**src/rtl/lbc_decoder.sv**
```systemverilog
// (38,32) linear block decoder: single-error correction with syndrome decode,
// byte serialisation of the corrected word and saturating error counters.
module lbc_decoder #(
  parameter int unsigned CNT_W = 16
) (
  input  logic              clk,
  input  logic              rst,
  input  logic              cw_valid,
  input  logic [38:1]       cw,
  output logic              cw_ready,
  input  logic              cnt_clr,
  output logic [8:1]        D,
  output logic              d_valid,
  output logic              d_first,
  output logic              d_last,
  output logic              err_corr,
  output logic              err_uncorr,
  output logic [CNT_W-1:0]  corr_cnt,
  output logic [CNT_W-1:0]  uncorr_cnt
);

  localparam logic [0:0] IDLE = 1'b0;
  localparam logic [0:0] SEND = 1'b1;

  // Parity masks over the data vector {B0,B1,B2,B3}, B0 in the top byte.
  localparam logic [31:0] M6 = 32'h56AA_AD5B;
  localparam logic [31:0] M5 = 32'h9B33_366D;
  localparam logic [31:0] M4 = 32'hE3C3_C78E;
  localparam logic [31:0] M3 = 32'h03FC_07F0;
  localparam logic [31:0] M2 = 32'h03FF_F800;
  localparam logic [31:0] M1 = 32'hFC00_0000;

  localparam logic [CNT_W-1:0] CNT_ONE = {{(CNT_W-1){1'b0}}, 1'b1};

  function automatic logic [5:0] parity(input logic [31:0] d);
    return {^(d & M6), ^(d & M5), ^(d & M4), ^(d & M3), ^(d & M2), ^(d & M1)};
  endfunction

  logic [0:0]       state_q, state_d;
  logic [1:0]       bcnt_q, bcnt_d;
  logic [31:0]      sh_q, sh_d;
  logic             ec_q, ec_d;
  logic             eu_q, eu_d;
  logic [CNT_W-1:0] corr_cnt_q, corr_cnt_d;
  logic [CNT_W-1:0] uncorr_cnt_q, uncorr_cnt_d;

  logic [31:0] dat;
  logic [5:0]  syn;
  logic [31:0] fix;
  logic        col_hit;
  logic        one_hot;
  logic        is_corr;
  logic        is_uncorr;
  logic        ready;
  logic        accept;

  assign dat = cw[38:7];
  assign syn = cw[6:1] ^ parity(dat);

  // Each data column is the parity of a one-hot data word; the constant
  // comparisons fold to a 6-bit decoder per data bit.
  always_comb begin
    fix     = '0;
    col_hit = 1'b0;
    for (int unsigned j = 0; j < 32; j++) begin
      if (syn == parity(32'd1 << j)) begin
        fix[j]  = 1'b1;
        col_hit = 1'b1;
      end
    end
    one_hot   = (syn != 6'd0) && ((syn & (syn - 6'd1)) == 6'd0);
    is_corr   = one_hot | col_hit;
    is_uncorr = (syn != 6'd0) && !is_corr;
  end

  assign ready  = (state_q == IDLE) || (bcnt_q == 2'd3);
  assign accept = cw_valid & ready;

  always_comb begin
    state_d      = state_q;
    bcnt_d       = bcnt_q;
    sh_d         = sh_q;
    ec_d         = ec_q;
    eu_d         = eu_q;
    corr_cnt_d   = corr_cnt_q;
    uncorr_cnt_d = uncorr_cnt_q;

    if (state_q == SEND) begin
      bcnt_d = bcnt_q + 2'd1;
      sh_d   = {sh_q[23:0], 8'h00};
      if (bcnt_q == 2'd3) state_d = IDLE;
    end

    // A reload at the last byte overrides the shift and the return to IDLE.
    if (accept) begin
      sh_d    = dat ^ fix;
      ec_d    = is_corr;
      eu_d    = is_uncorr;
      bcnt_d  = 2'd0;
      state_d = SEND;
      if (is_corr && (corr_cnt_q != '1))     corr_cnt_d   = corr_cnt_q + CNT_ONE;
      if (is_uncorr && (uncorr_cnt_q != '1)) uncorr_cnt_d = uncorr_cnt_q + CNT_ONE;
    end

    if (cnt_clr) begin
      corr_cnt_d   = '0;
      uncorr_cnt_d = '0;
    end
  end

  always_ff @(posedge clk or posedge rst) begin
    if (rst) begin
      state_q      <= IDLE;
      bcnt_q       <= '0;
      sh_q         <= '0;
      ec_q         <= 1'b0;
      eu_q         <= 1'b0;
      corr_cnt_q   <= '0;
      uncorr_cnt_q <= '0;
    end else begin
      state_q      <= state_d;
      bcnt_q       <= bcnt_d;
      sh_q         <= sh_d;
      ec_q         <= ec_d;
      eu_q         <= eu_d;
      corr_cnt_q   <= corr_cnt_d;
      uncorr_cnt_q <= uncorr_cnt_d;
    end
  end

  assign cw_ready   = ready;
  assign D          = sh_q[31:24];
  assign d_valid    = (state_q == SEND);
  assign d_first    = (state_q == SEND) && (bcnt_q == 2'd0);
  assign d_last     = (state_q == SEND) && (bcnt_q == 2'd3);
  assign err_corr   = ec_q;
  assign err_uncorr = eu_q;
  assign corr_cnt   = corr_cnt_q;
  assign uncorr_cnt = uncorr_cnt_q;

endmodule

```
**config.mk**
```make
export PLATFORM = sky130hd
export DESIGN_NAME = lbc_decoder
export DESIGN_NICKNAME = d
export VERILOG_FILES = /design/src/rtl/lbc_decoder.sv
export SDC_FILE = /design/constraint.sdc
export NUM_CORES = 1
export LEC_CHECK = 0
export CORE_MARGIN = 2
export CORE_UTILIZATION = 57
export DETAILED_ROUTE_END_ITERATION = 10
export PLACE_DENSITY = 0.84
export SETUP_SLACK_MARGIN = 0.2
export SYNTH_ARGS = -nofsm -noshare
export SYNTH_HDL_FRONTEND = slang
export SYNTH_SLANG_ARGS = --single-unit
```
**constraint.sdc**
```tcl
create_clock -name clk -period 3.9 [get_ports clk]
set_input_delay 0.78 -clock clk [delete_from_list [all_inputs] [get_ports clk]]
set_output_delay 0.78 -clock clk [all_outputs]
set_load 0.05 [all_outputs]
```
==> results of run 1 <==
[per-layer routing]
layer  global-route usage, %  share of wire (%)  wire length, µm
met5                       0                  0                0
met4                    8.57                1.8              215
met2                    44.3                 49             5910
met1                    38.6                 44             5310
met3                    3.75                5.0              608
[area by class of cell]
cell class | count | area (µm²) | share of cell area (%)
multi-input combinational | 367 | 2800 | 46.2
sequential | 69 | 1730 | 28.5
timing repair buffer | 132 | 1210 | 19.9
tap | 105 | 131 | 2.17
clock buffer | 9 | 124 | 2.04
clock inverter | 7 | 50.0 | 0.825
inverter | 5 | 18.8 | 0.310
[worst max-delay path: stages]
cell and delay (ns):
clkdlybuf4s50_1 0.49, xnor3_1 0.43, xnor3_1 0.42, xor3_2 0.44
a311oi_4 0.38, buf_4 0.27, nor4b_4 0.06, buf_4 0.16
buf_4 0.13, a21bo_2 0.20, a21oi_1 0.12
[placed cells by master, fill, tap and decap left out, types with 2 or more instances in the layout]
cell,instances
a21bo_2,2
clkinvlp_4,3
inv_1,4
nand4_1,11
nor4b_1,3
nor4_1,10
ha_1,4
xor2_1,16
nor2b_1,11
or3b_2,4
nor3_1,9
a22oi_1,19
and2_1,8
xnor3_1,19
mux2i_1,3
nand2b_1,4
clkdlybuf4s50_1,87
and4_1,4
mux2_2,12
nor2_1,40
nand3_1,13
o21ai_0,42
clkbuf_8,9
clkinv_2,2
or2_2,3
nor3b_1,3
xnor2_1,54
nand3b_1,2
dfrtp_1,69
xor3_1,3
nand2_1,34
a21oi_1,12
or3_1,7
buf_4,45
[registers in the layout, indices dropped and copies added, names as in the netlist]
signal,count
bcnt_q,2
corr_cnt,16
d_valid,1
err_corr,1
err_uncorr,1
sh_q,32
uncorr_cnt,16
[path summary, 6_finish.rpt]
| path | startpoint | endpoint | cells past startpoint |
|---|---|---|---|
| max | cw[29] | uncorr_cnt[11] | 11 |
| min | sh_q[5] | sh_q[5] | 2 |
| max reg2reg | corr_cnt[2] | corr_cnt[4] | 8 |
| min reg2reg | sh_q[5] | sh_q[5] | 2 |
| max in group asynchronous | rst | sh_q[26] | 3 |
| min in group asynchronous | rst | uncorr_cnt[9] | 3 |
[per-stage QoR]
| stage | cell area [µm²] | cells | power, mW | worst slack [ns] | TNS (ns) |
|---|---|---|---|---|---|
| after global placement | 5860 | 676 | 2.76 | -0.00872 | -0.0204 |
| after CTS | 6040 | 692 | 3.36 | 0.258 | 0 |
| after floorplan | 4680 | 468 | 2.22 | 0.443 | 0 |
| after detailed placement | 5860 | 676 | 2.83 | -0.112 | -0.705 |
| final | 6060 | 694 | 3.39 | 0.248 | 0 |
| after global routing | 6060 | 694 | 3.56 | 0.173 | 0 |
[what timing repair did]
item                                    4_1_cts  5_1_grt
endpoints found under the setup margin        0        9
buffers inserted                              0        2
gates resized for setup                       0        2
[power breakdown]
group | switching, mW | internal [mW] | leakage (nW)
logic | 1.12 | 0.800 | 1.52
clock network | 0.289 | 0.231 | 0.0816
registers | 0.0947 | 0.857 | 0.932
total | 1.50 | 1.89 | 2.53
[cell families (layout without fill, tap and decap cells)]
group / after synthesis / after routing / share of synthesized area, %
AO/OA/AOI/OAI: 82 / 82 / 10.9
XOR/XNOR: 93 / 93 / 24.3
adder cells (fa/ha/maj): 4 / 4 / 1.07
buffers and inverters: 32 / 153 / 3.43
flip-flops: 69 / 69 / 36.9
multiplexers: 16 / 16 / 3.77
AND/OR/NAND/NOR: 172 / 172 / 19.6
==> results.md, run 1 <==
- Status: completed
- Fillers: 575
- Crit path DAT: 3.90 ns
- Post-DRT Antenna Nets: 0
- Final setup viols: 0
- Max Fanout on Critical Path: 12
- Initial antenna violation count: 0
- Crit Path Category: input pin to flip-flop
- Core footprint: 0.00809 mm²
- Worst Path Required: 4.15 ns
- Layout Nets: 630
- Worst hold slack: 0.489 ns
- Num CTS Buffers: 9
- Most frequent cell after synthesis: dfrtp_1
- Drt pass-1 iters: 6
- Post-layout min period: 3.65 ns
- Most used DFF post-synth: dfrtp_1
- Top cells by area, synth: dfrtp_1 37%, xnor2_1 10%, xnor3_1 9.2%, o21ai_0 4.5%, nor2_1 3.3%
- Die Area: 0.00894 mm²
- Number of vias in the routed layout: 3999
- Vias in the first global route: 3835
- Layout cells sized above 1: 15.1%
- Syn Nets: 514
- Number of flops mapped to enable cells by yosys: 0
- Post-synthesis cell area: 0.00468 mm²
- Area Growth Syn to Fin: 29.7%
- Count of final hold-check violations: 0
- Fin crit share: 93.7%
- CTS tree: built
- Final GP Congestion: 0.944
- Root Buffer: clkbuf_8
- Most area-hungry cell type in the Yosys netlist: dfrtp_1
- IO Port Bufs: 87
- HPWL Detailed: 9170 µm
- Largest net degree at the start of global routing: 70
- Core Util, Final: 74.9%
- DRC: 0
- Cells after synthesis: 468
- Lkg Pwr: 2.53 nW
- Peak supply drop: 324 µV
- Flop2flop setup slack: 1.39 ns
- Async set-reset flop share out of synthesis: 100%
- DR WL/cell: 17.4 µm
- Die Span Y: 94.6 µm
- Hold-fix buffer count after cts: 0
- Critical Path Sink Type: flip-flop
- Yosys cell types: 47
- Starting Density: 57.8%
- First-pass GRT wire length: 18800 µm
- Commonest cells in the netlist: 69 x dfrtp_1, 54 x xnor2_1, 42 x o21ai_0
- Via/cell ratio: 5.76
- Yosys synthesis warning count: 0
- ANT cells: 0
- Mean area per synthesized cell: 9.99 µm²
- Worst hold path type: flip-flop to flip-flop
- Clock transition at the registers of the reported paths: 0.08 ns
- Top cell type's share of synthesized area: 36.9%
- CTS H-tree depth: 3
- Clock Latency Late Sink: 0.34 ns
- GRT overflow: 0
- FP Rows: 33
- Longest Clk Path Bufs: 2
- Seq cells post-synth: 69
- Pins Over Slew Limit: 0
- # clock sinks: 69
- I/O Pins: 88
- GRT Total Usage: 27.4%
- Max-cap check violation count: 0
- Sequential area share after synthesis: 36.9%
- Worst Clk Skew: 0.00946 ns
- Critical path startpoint category: input pin
- RSZ-0062 raised after global routing: yes
- Max-Slew Margin vs Limit: 24.8%
- Routed wire length: 12000 µm
- Measured slew at the worst slew-check pin: 1.12 ns
- Pwr/cell area: 559 mW/mm²
- DR iter-0 viols: 288
- Max Freq: 274 MHz
- Die width: 94.6 µm
Note: power is estimated with default switching activity, not from simulation.
==> run 2, diff against run 1 <==
- CAP_MARGIN: default -> 0
- CORE_UTILIZATION: 57 -> 53
- PLACE_DENSITY: 0.84 -> 0.79
- clock period: 3.9 -> 3.8 ns (I/O delays scaled with it)
==> run 2 against run 1 <==
Against the previous run: sequential share of layout area fell by 1.0 points; power rose by 8.6%; non-clock buffer count rose by 17; hold slack better by 0.0053 ns; clock power increased by 30%; global-route usage shrank 1.4 points; sequential power up 2.8%; critical path depth fell by 1; largest power group unchanged; highest routed layer unchanged.
==> results.md, run 2 (synthesis results as in run 1) <==
- Status: completed
- Number of vias in the routed layout: 4067 (+1.7%)
- Root Buffer: clkbuf_8
- Worst Path Required: 4.07 ns (-0.08 ns)
- Area Growth Syn to Fin: 34.5%
- Critical Path Sink Type: flip-flop
- Drt pass-1 iters: 5 (-1)
- Routed wire length: 12200 µm (+1.2%)
- Fin cells: 713 (+2.7%)
- Initial antenna violation count: 0 (unchanged)
- DR iter-0 viols: 245 (-15%)
- Layout Nets: 647 (+2.7%)
- I/O Pins: 88 (unchanged)
- GRT overflow: 0 (unchanged)
- Starting Density: 54.1% (-3.6 points)
- Vias in the first global route: 3986 (+3.9%)
- Num CTS Buffers: 9 (unchanged)
- Measured slew at the worst slew-check pin: 0.703 ns (-0.421 ns)
- Die width: 97.9 µm (+3.5%)
- Final setup viols: 0 (unchanged)
- Reg with most FFs: sh_q
- Die Span Y: 97.9 µm (+3.5%)
- Critical path, cell by cell: clkdlybuf4s50_1 > xnor3_1 > xnor3_1 > xor3_2 > a311oi_4 > o221ai_2 > buf_4 > buf_4 > or3_1 > a21oi_1
- Multi-input logic area: 0.00285 mm² (+1.5%)
- Met3 wire len: 772 µm (+27%)
- Layout cells sized above 1: 18.8% (+3.7 points)
- Inst Count DP: 696 (+3.0%)
- Fin crit share: 91.4%
- P_sw: 1.53 mW (+2.0%)
- Die Area: 0.00959 mm² (+7.2%)
- Max-cap check violation count: 0 (unchanged)
- Max layer used: met4
- Via/cell ratio: 5.70 (-1.0%)
- Crit Path Category: input pin to flip-flop
- FP Rows: 34 (+3.0%)
- Met2 WL: 5900 µm (-0.20%)
- Longest Clk Path Bufs: 2 (unchanged)
- First-pass GRT wire length: 20000 µm (+6.4%)
- Fin Setup TNS: 0 ns (unchanged)
- Switch share: 41.6% (-2.7 points)
- CP max stage cell: clkdlybuf4s50_1
- Clock transition at the registers of the reported paths: 0.08 ns (about the same)
- CTS H-tree depth: 3 (unchanged)
- Worst path max stage delay: 0.58 ns (+0.09 ns)
- DR WL/cell: 17.1 µm (-1.5%)
- CTS tree: built
- Pins Over Slew Limit: 0 (unchanged)
- DRC: 0 (unchanged)
- Fillers: 639 (+11%)
- # clock sinks: 69 (unchanged)
- Largest net degree at the start of global routing: 42 (-40%)
- ANT cells: 0 (unchanged)
- Pwr/cell area: 585 mW/mm² (+4.7%)
- Clock Latency Late Sink: 0.35 ns (about the same)
- Core Util, Final: 72.8% (-2.1 points)
- Worst hold path type: flip-flop to flip-flop
- Critical path startpoint category: input pin
- Count of final hold-check violations: 0 (unchanged)
- Cell Int Power: 2.15 mW (+14%)
- Buf/Inv on CP: 3 (-1)
- Register area: 0.00173 mm² (unchanged)
- Max Fanout on Critical Path: 12 (unchanged)
- Leading cell type in the layout, fill and taps excluded: clkdlybuf4s50_1
- GRT Total Usage: 26.0% (-1.4 points)
- Peak supply drop: 321 µV (-0.92%)
- Clk network pwr share: 18.4% (+3.1 points)
- Post-DRT Antenna Nets: 0 (unchanged)
- IO Port Bufs: 87 (unchanged)
- Combinational share of power: 55.0% (-1.6 points)
- RSZ-0062 raised after global routing: no
- Max Freq: 288 MHz
- HPWL Detailed: 9390 µm (+2.4%)
- Commonest non-fill, non-tap cells in the layout: 85 x clkdlybuf4s50_1, 69 x dfrtp_1, 62 x buf_4
- Post-layout min period: 3.47 ns
- Final GP Congestion: 0.946 (+0.18%)
- CP top delay family: XOR/XNOR gates
- Worst Clk Skew: 0.00912 ns (-0.000332 ns)
- Max-Slew Margin vs Limit: 53.1% (+28 points)
- Core footprint: 0.00864 mm² (+6.7%)
- Hold-fix buffer count after cts: 0 (unchanged)
- Lkg Pwr: 2.69 nW (+6.0%)
- DRT met1 WL: 5320 µm (+0.26%)
- Seq pwr share: 26.6% (-1.5 points)
- Max reg flops: 32 (unchanged)
- Worst hold slack: 0.494 ns (+0.00526 ns)
- Crit path DAT: 3.74 ns (-0.16 ns)
==> run 2: cell types whose count changed in the layout (fill, tap and decap cells not counted), sizes merged, moves of 2 or more <==
cell | before | now
buf | 45 | 62
bufinv | 0 | 2
clkdlybuf4s50 | 87 | 85
clkinv | 3 | 0
dlymetal6s2s | 0 | 2
==> run 2: worst min-delay path, stage by stage (launching register included) <==
cell	delay (ns)
dfrtp_1	0.35
nand2_1	0.05
o21ai_0	0.06
==> run 2: routing by layer <==
metal,up-vias,track usage [%]
met3,16,3.94
met1,1993,38.0
met4,0,6.84
li1,1908,-
met5,-,0
met2,150,40.8
==> run 2: power by group through the flow <==
| stage | sequential, mW | clock [mW] | combinational (mW) |
|---|---|---|---|
| floorplan | 1.03 | 0 | 1.25 |
| global placement | 0.981 | 0 | 1.92 |
| detailed placement | 0.992 | 0 | 1.98 |
| CTS | 0.979 | 0.682 | 1.99 |
| global route | 0.999 | 0.721 | 2.16 |
| finish | 0.979 | 0.676 | 2.02 |
==> run 2: layout make-up <==
type | count | share of cell area [%]
Clock buffer | 10 | 2.19
Clock inverter | 5 | 1.33
Inverter | 5 | 0.298
Multi-Input combinational cell | 367 | 45.3
Sequential cell | 69 | 27.5
Tap cell | 108 | 2.15
Timing Repair Buffer | 149 | 21.3
==> run 2: metrics by stage <==
| step | total power, mW | cell area, µm² | setup WS [ns] |
|---|---|---|---|
| detailed placement | 2.98 | 5990 | -0.198 |
| global route | 3.88 | 6290 | 0.196 |
| global placement | 2.90 | 5990 | -0.0718 |
| CTS | 3.65 | 6220 | 0.209 |
| floorplan | 2.28 | 4680 | 0.363 |
| finish | 3.68 | 6290 | 0.325 |
==> run 2: path summary, 6_finish.rpt <==
kind	start	depth (start not counted)	to	slack, ns
hold reg to reg	sh_q[6]	2	sh_q[6]	0.49
setup reg to reg	corr_cnt[2]	10	corr_cnt[1]	1.35
setup / recovery	cw[37]	10	corr_cnt[5]	0.33
hold / removal	sh_q[6]	2	sh_q[6]	0.49
min in group asynchronous	rst	2	uncorr_cnt[5]	0.67
max in group asynchronous	rst	3	sh_q[28]	2.39
==> run 2: timing repair <==
action / CTS / global route
endpoints found under the hold margin: 0 / 0
pin swaps: 1 / 3
cloned: 0 / 0
buffers inserted: 0 / 2
gates resized for setup: 1 / 11
endpoints found under the setup margin: 3 / 16
==> run 3, diff against run 2 <==
- CTS_CLUSTER_SIZE: default -> 14
==> results of run 3 <==
No change in the layout: final DEF, timing and power equal those of run 2.
